--- src/rtl/sw_pkg.sv ---
// Shared constants and types for the Smith-Waterman Avalon wrapper.
//
// Holds the RS232 slave register map and status bit positions, the default field
// widths of a result, and the state type of the result transmitter. The RX side
// of the wrapper reuses the same register map and status bits.
package sw_pkg;

    // RS232 Avalon-MM slave register map (byte addresses)
    localparam logic [4:0] RX_BASE     = 5'd0;
    localparam logic [4:0] TX_BASE     = 5'd4;
    localparam logic [4:0] STATUS_BASE = 5'd8;

    // STATUS register bit positions
    localparam int unsigned TX_OK_BIT = 6;
    localparam int unsigned RX_OK_BIT = 7;

    // Result field width defaults
    localparam int unsigned SW_SCORE_W     = 10;
    localparam int unsigned SW_COL_W       = 7;
    localparam int unsigned SW_ROW_W       = 7;
    localparam int unsigned SW_FIELD_BYTES = 8;

    // Representable range of the signed alignment score
    localparam int SW_SCORE_MAX = (1 << (SW_SCORE_W - 1)) - 1;
    localparam int SW_SCORE_MIN = -(1 << (SW_SCORE_W - 1));

    // Result transmitter states
    typedef enum logic [1:0] {
        StIdle  = 2'd0,
        StPoll  = 2'd1,
        StWrite = 2'd2
    } sw_tx_state_e;

endpackage

--- src/rtl/sw_result_tx.sv ---
// Smith-Waterman result transmitter.
//
// Accepts one alignment result (score, column, row) per valid/ready handshake and
// sends it as a fixed 4*FIELD_BYTES-byte big-endian frame over an Avalon-MM master
// to the RS232 slave. Each byte is preceded by STATUS polling until TX_OK is set,
// then written to TX.
//
// Frame fields, most significant first: 0, column (zero-extended), row
// (zero-extended), score (sign-extended), each FIELD_BYTES wide.
//
// Ports:
//   avm_clk, avm_rst      clock, asynchronous active-high reset
//   i_valid / o_ready     result handshake; o_ready is high only while idle
//   i_score               signed alignment score
//   i_column, i_row       best-cell coordinates
//   o_done                one-cycle pulse after the last frame byte is accepted
//   avm_address           STATUS_BASE while polling/idle, TX_BASE while writing
//   avm_read, avm_readdata, avm_write, avm_writedata, avm_waitrequest
//                         Avalon-MM master interface, all outputs registered
module sw_result_tx
    import sw_pkg::*;
#(
    parameter int unsigned SCORE_W     = SW_SCORE_W,
    parameter int unsigned COL_W       = SW_COL_W,
    parameter int unsigned ROW_W       = SW_ROW_W,
    parameter int unsigned FIELD_BYTES = SW_FIELD_BYTES
) (
    input  logic               avm_clk,
    input  logic               avm_rst,

    input  logic               i_valid,
    output logic               o_ready,
    input  logic [SCORE_W-1:0] i_score,
    input  logic [COL_W-1:0]   i_column,
    input  logic [ROW_W-1:0]   i_row,
    output logic               o_done,

    output logic [4:0]         avm_address,
    output logic               avm_read,
    input  logic [31:0]        avm_readdata,
    output logic               avm_write,
    output logic [31:0]        avm_writedata,
    input  logic               avm_waitrequest
);

    localparam int unsigned FIELD_W     = 8 * FIELD_BYTES;
    localparam int unsigned FRAME_W     = 4 * FIELD_W;
    localparam int unsigned FRAME_BYTES = 4 * FIELD_BYTES;
    localparam int unsigned CNT_W       = $clog2(FRAME_BYTES);
    localparam logic [CNT_W-1:0] LAST_BYTE = CNT_W'(FRAME_BYTES - 1);

    sw_tx_state_e         state_q, state_d;
    logic [FRAME_W-1:0]   frame_q, frame_d;
    logic [CNT_W-1:0]     cnt_q, cnt_d;
    logic [4:0]           addr_q, addr_d;
    logic                 read_q, read_d;
    logic                 write_q, write_d;
    logic [31:0]          wdata_q, wdata_d;
    logic                 done_q, done_d;
    logic [FRAME_W-1:0]   frame_load;
    logic                 tx_ok;

    // Only TX_OK matters; the remaining STATUS bits are deliberately ignored.
    logic unused_readdata;
    assign unused_readdata = ^{avm_readdata[31:TX_OK_BIT+1], avm_readdata[TX_OK_BIT-1:0]};

    assign tx_ok = avm_readdata[TX_OK_BIT];

    assign frame_load = {
        {FIELD_W{1'b0}},
        {{(FIELD_W - COL_W){1'b0}}, i_column},
        {{(FIELD_W - ROW_W){1'b0}}, i_row},
        {{(FIELD_W - SCORE_W){i_score[SCORE_W-1]}}, i_score}
    };

    always_comb begin
        state_d = state_q;
        frame_d = frame_q;
        cnt_d   = cnt_q;
        addr_d  = addr_q;
        read_d  = read_q;
        write_d = write_q;
        wdata_d = wdata_q;
        done_d  = 1'b0;

        unique case (state_q)
            StIdle: begin
                read_d  = 1'b0;
                write_d = 1'b0;
                if (i_valid) begin
                    frame_d = frame_load;
                    cnt_d   = '0;
                    read_d  = 1'b1;
                    addr_d  = STATUS_BASE;
                    state_d = StPoll;
                end
            end

            StPoll: begin
                // TX_OK low: keep read asserted, which re-issues the status read.
                if (!avm_waitrequest && tx_ok) begin
                    read_d  = 1'b0;
                    write_d = 1'b1;
                    addr_d  = TX_BASE;
                    wdata_d = {24'b0, frame_q[FRAME_W-1 -: 8]};
                    state_d = StWrite;
                end
            end

            StWrite: begin
                if (!avm_waitrequest) begin
                    frame_d = frame_q << 8;
                    cnt_d   = cnt_q + CNT_W'(1);
                    write_d = 1'b0;
                    addr_d  = STATUS_BASE;
                    if (cnt_q == LAST_BYTE) begin
                        done_d  = 1'b1;
                        state_d = StIdle;
                    end else begin
                        read_d  = 1'b1;
                        state_d = StPoll;
                    end
                end
            end

            default: begin
                read_d  = 1'b0;
                write_d = 1'b0;
                addr_d  = STATUS_BASE;
                state_d = StIdle;
            end
        endcase
    end

    always_ff @(posedge avm_clk or posedge avm_rst) begin
        if (avm_rst) begin
            state_q <= StIdle;
            frame_q <= '0;
            cnt_q   <= '0;
            addr_q  <= STATUS_BASE;
            read_q  <= 1'b0;
            write_q <= 1'b0;
            wdata_q <= '0;
            done_q  <= 1'b0;
        end else begin
            state_q <= state_d;
            frame_q <= frame_d;
            cnt_q   <= cnt_d;
            addr_q  <= addr_d;
            read_q  <= read_d;
            write_q <= write_d;
            wdata_q <= wdata_d;
            done_q  <= done_d;
        end
    end

    assign o_ready       = (state_q == StIdle);
    assign o_done        = done_q;
    assign avm_address   = addr_q;
    assign avm_read      = read_q;
    assign avm_write     = write_q;
    assign avm_writedata = wdata_q;

endmodule
--- config.mk ---
export PLATFORM = sky130hd
export DESIGN_NAME = sw_result_tx
export DESIGN_NICKNAME = d
export VERILOG_FILES = /design/src/rtl/sw_pkg.sv /design/src/rtl/sw_result_tx.sv
export SDC_FILE = /design/constraint.sdc
export NUM_CORES = 1
export LEC_CHECK = 0
export CAP_MARGIN = 20
export CORE_ASPECT_RATIO = 1.2
export CORE_MARGIN = 4
export CORE_UTILIZATION = 43
export DETAILED_ROUTE_END_ITERATION = 10
export PLACE_DENSITY = 0.65
export SYNTH_ARGS = -nofsm -noshare
export SYNTH_HDL_FRONTEND = slang
export SYNTH_SLANG_ARGS = --single-unit
--- constraint.sdc ---
create_clock -name avm_clk -period 10.79 [get_ports avm_clk]
set_clock_uncertainty 0.2 [all_clocks]
set_input_delay 2.6975 -clock avm_clk [delete_from_list [all_inputs] [get_ports avm_clk]]
set_output_delay 2.6975 -clock avm_clk [all_outputs]
set_load 0.02 [all_outputs]
# Yosys cells after proc, flatten, opt, wreduce, memory -nomap -nowiden
# Index checks and enable logic that the tools add are counted.
op_classes:
  addsub: 1
  multipliers: 0
  div_mod_pow: 0
  order_cmp: 0
  n_eq_ne: 7
  n_shift: 0
  muxes: 26
  bitwise: 0
  n_reduce_logical: 9
ops:
  columns: ["cell", "n"]
  rows:
  - ["two-way mux 256 bit", 2]
  - ["one-hot mux 256 bit (2 select lines)", 1]
  - ["two-way mux 5 bit", 5]
  - ["one-hot mux 5 bit (3 select lines)", 1]
  - ["two-way mux 1 bit", 10]
  - ["one-hot mux 5 bit (2 select lines)", 1]
  - ["AND reduction 3 bit", 3]
  - ["inequality test 2 bit, second input constant", 4]
  - ["two-way mux 2 bit", 3]
  - ["one-hot mux 2 bit (3 select lines)", 1]
  - ["adder 5 x 1 -> 5 bit, second input constant", 1]
  - ["== test 5 bit, second input constant", 1]
  - ["AND reduction 2 bit", 2]
  - ["one-hot mux 1 bit (3 select lines)", 1]
  - ["== test 2 x 1 -> 1 bit, second input constant", 1]
  - ["== test 2 bit, second input constant", 1]
  - ["zero test 2 bit", 1]
  - ["one-hot mux 1 bit (2 select lines)", 1]
  - ["nonzero test 2 bit", 1]
  - ["logical AND 1 bit", 1]
  - ["zero test 1 bit", 1]
word_totals:
  register_bits: 279
  latch_bits: 0
  mem_bits_rw: 0
  rom_bits: 0
  output_inout_bits: 41
  elab_cells: 51
  mem_count: 0

# Longest topological paths before layout
logic_depth:
  ltp_word: 4
  depth_mapped: 8
  ltp_nobuf: 6

# Least setup slack after synthesis
# Ideal clock, no wire load.
synth_timing:
  path_kind: "input-to-reg"
  from: "input port avm_waitrequest"
  to: "register cnt_q[3]"
  t_arrival_ns: 3.749
  required_time_ns: 10.521
  slack_ns: 6.772
  path_stages: 5
  n_path_buf: 2
  path_cell_list: "clkbuf_1 > a21o_1 > buf_2 > or4_1 > nand3_1"
synth_via:
  elab_chain_len: 2
synth_lines:
  columns: ["item", "line", "text"]
  rows:
  - ["start: declaration", "sw_result_tx.sv:43", "input logic avm_waitrequest"]
  - ["inequality test 2 bit (no line)", null, null]
  - ["AND reduction 3 bit (no line)", null, null]
  - ["end signal: assignment", "sw_result_tx.sv:148", "cnt_q <= cnt_d;"]
  - ["end: declaration", "sw_result_tx.sv:54", "logic [CNT_W-1:0] cnt_q, cnt_d;"]
# Every way passes these cells.
# A chain may end at the register's enable or synchronous reset.

==> results by group <==
Layout
  – Area delta synth->final: 13.7%
  – Share of cells above drive strength 1: 8.38%
  – N_diodes: 0
  – Final nets: 914

Setup path
  – Critical path capture point type: output port
  – CP max-delay cell: clkdlybuf4s50_1
  – Worst EP required: between 7000 and 8000 ps
  – FF-to-FF path depth: 5
  – CP max stage delay: 660 ps
  – Max Fanout on Critical Path: 11
  – Worst Path Arrival: 2040 ps
  – CP Launch Type: flip-flop
  – Worst R2R Start: avm_address[2]
  – Worst r2r dst: frame_q[14]
  – Cell Chain, Critical Path: nor2_1 -> clkdlybuf4s50_1
  – Crit path kind: flip-flop to output port
  – R2R setup slack: between 8000 and 9000 ps

GRT
  – Number of global-route vias before repair: 6372
  – Initial antenna violation count: 0
  – First-pass GRT wire length: 32100 um
  – Total track usage: between 10 and 15%
  – Total congestion overflow: 0
  – Largest net degree at the start of global routing: 138

Logic synthesis
  – Top_reg_cell synth: dfrtp_1
  – Area leader, netlist: dfrtp_1
  – Sequential-to-total area share from yosys stat: 65.8%
  – Yosys cell types: 29
  – Area share of the largest cell type after synthesis: 65.5%
  – Syn Inst Count: 845
  – Number of synthesized flops with an enable pin: 0
  – Synthesis-stage register bit count: 275
  – Leading post-synthesis cells by cell area: dfrtp_1 66%, a22o_1 16%, a31oi_1 4.2%
  – Asr flop ratio synth: 100%
  – Syn Area/Cell: 12.4 um^2
  – Yosys warning count: 0
  – Netlist Area Pre-Place: 10500 um^2

Job
  – Max-cap violations: 0

CTS
  – Worst-path clk slew: about 60 ps
  – Root Buffer: clkbuf_16
  – Post-cts resize count: 0
  – CTS tree: done
  – Clock Path Buffers: 3
  – H-tree levels: 1
  – Sink Count: 275
  – CTS Buf Count: 28
  – Post-CTS Setup Inserts: 0
  – Hold buffer count at CTS: 0
  – Clk_lat worst skew: 520 ps

Power and ir drop
  – Part of the power in registers: 48.8%
  – P_int: 1920 uW
  – Cell Pwr Density: 226 nW/um^2
  – Combinational Power Share: 16.5%
  – Switching part of the total: 28.4%
  – Leakage power: 0.00546 uW
  – Clk pwr share: a little over a third
  – Peak VDD IR: 122 uV
  – P_sw: 762 uW

Drt
  – Via count: 6364
  – Drt total wl: between 15000 and 20000 um
  – Vias per cell: 5.34
  – Wire per inst: 15.5 um
  – DR DRC count: 0
  – Iteration-0 DRC count of the detailed router: about 480
  – Antenna-violating nets left: 0
  – 1st-pass router iterations: 4

Min path
  – Worst Hold Depth: 1
  – Hold Path Origin: frame_q[70]
  – Worst hold-check path type: flip-flop to flip-flop
  – Hold Path End: frame_q[78]

Timing
  – RSZ-0062 raised after global routing: no
  – Final Hold Fails: 0
  – Slew @ Worst Pin: 911 ps
  – Total negative slack: 0 ps
  – Hold WS: 279 ps
  – Final setup vio count: 0
  – Slew Limit Fails: 0
  – Max transition margin: between 30% and 40%
  – Final period utilization: a little under half
  – Achievable frequency: 203 MHz
  – Fin crit period: between 4000 and 5000 ps

Floorplan
  – Io pins: 101
  – Core Box Area: 24000 um^2
  – Rows: just over 60
  – Die W: 150 um
  – DIE HEIGHT: 179 um
  – Starting Density: ~44%
  – Die area: 26900 um^2

Place
  – IO buf count: between 40 and 50
  – Post-DP HPWL: 10100 um
  – RePlAce Congestion: 0.701

Outcome
  – Status: finished clean
## logic make-up after synthesis
| family | after synthesis | synth area share (%) |
|---|---|---|
| AND/OR/NAND/NOR | 186 | 7.09 |
| AO/OA/AOI/OAI | 269 | 20.7 |
| other | 1 | 0.0358 |
| buffers and inverters | 104 | 5.30 |
| flip-flops | 275 | 65.8 |
| adder cells (fa/ha/maj) | 2 | 0.239 |
| multiplexers | 8 | 0.861 |
## worst max-delay path by stage
stage / depth (start not counted) / endpoint / slack (ps) / startpoint
2_1_floorplan: 1 / avm_address[2] / 310 / avm_rst
3_3_place_gp: 5 / frame_q[110] / 5060 / i_valid
3_5_place_dp: 5 / frame_q[54] / 5050 / i_valid
4_1_cts: 6 / frame_q[14] / 5600 / i_valid
5_1_grt: 7 / frame_q[43] / 5670 / i_valid
6_report: 2 / o_ready / 5860 / avm_address[2]
## power by group through the flow
stage | clock network [uW] | logic, uW | registers [uW]
6_report | 932 | 444 | 1310
5_1_grt | 1000 | 508 | 1340
4_1_cts | 957 | 440 | 1310
3_5_place_dp | 0 | 438 | 1330
3_3_place_gp | 0 | 431 | 1330
2_1_floorplan | 0 | 362 | 1300
## registers in the layout, indices dropped and copies added, names as in the netlist
name	cells
frame_q	256
avm_address	2
avm_writedata	8
o_done	1
state_q	1
cnt_q	5
avm_read	1
avm_write	1
## metrics by stage
step	setup WS [ps]	power (uW)	cells	instance area (um^2)	util, %
floorplan	314	1660	871	10600	-
global placement	5060	1760	1140	10900	45.7
detailed placement	5050	1770	1140	10900	45.7
CTS	5600	2710	1189	11900	49.4
global route	5670	2840	1191	11900	49.6
finish	5860	2690	1191	11900	49.6
## cell usage after synthesis (2+ instances only)
| master | instances |
|---|---|
| nor2b_1 | 3 |
| a31oi_1 | 70 |
| nor2_1 | 76 |
| ha_1 | 2 |
| dfrtp_1 | 274 |
| and2_1 | 3 |
| nand2_1 | 92 |
| buf_1 | 2 |
| o21ai_0 | 4 |
| a22o_1 | 188 |
| mux2_2 | 8 |
| buf_2 | 44 |
| clkbuf_1 | 28 |
| buf_4 | 29 |
| nand3_1 | 5 |
| nand2b_1 | 3 |
| a21oi_1 | 2 |
## per-layer routing
metal,vias up,track usage [%],wire length [um]
met5,-,0,0
met4,0,2.78,191
met3,17,2.28,748
met2,82,21.2,8350
met1,3252,21.4,9200
li1,3013,-,-
## worst max-delay path: cells and delay by family, from the launching register on
family        cells  cell delay, ps
flops             1             540
simple gates      1             310
buf+inv           1             660
## cell type report
cell class	count	area (um^2)
Inverter	1	11.3
Tap cell	320	400
Multi-Input combinational cell	492	3160
Fill cell	2125	12100
Timing Repair Buffer	54	543
Sequential cell	275	6880
Clock inverter	8	43.8
Clock buffer	41	861
## placed cells by master (no fill, tap or decap), types with 4 or more instances in the layout
cell             count
buf_4               10
mux2_2               8
nor2_1              75
clkbuf_8             9
nand2_1             92
a31oi_1             70
clkdlybuf4s50_1     42
o21ai_0              4
conb_1              27
nand3_1              5
a22o_1             188
clkinv_2             7
clkbuf_16           29
dfrtp_1            274
No activity file was read; power rests on OpenSTA's default activity.
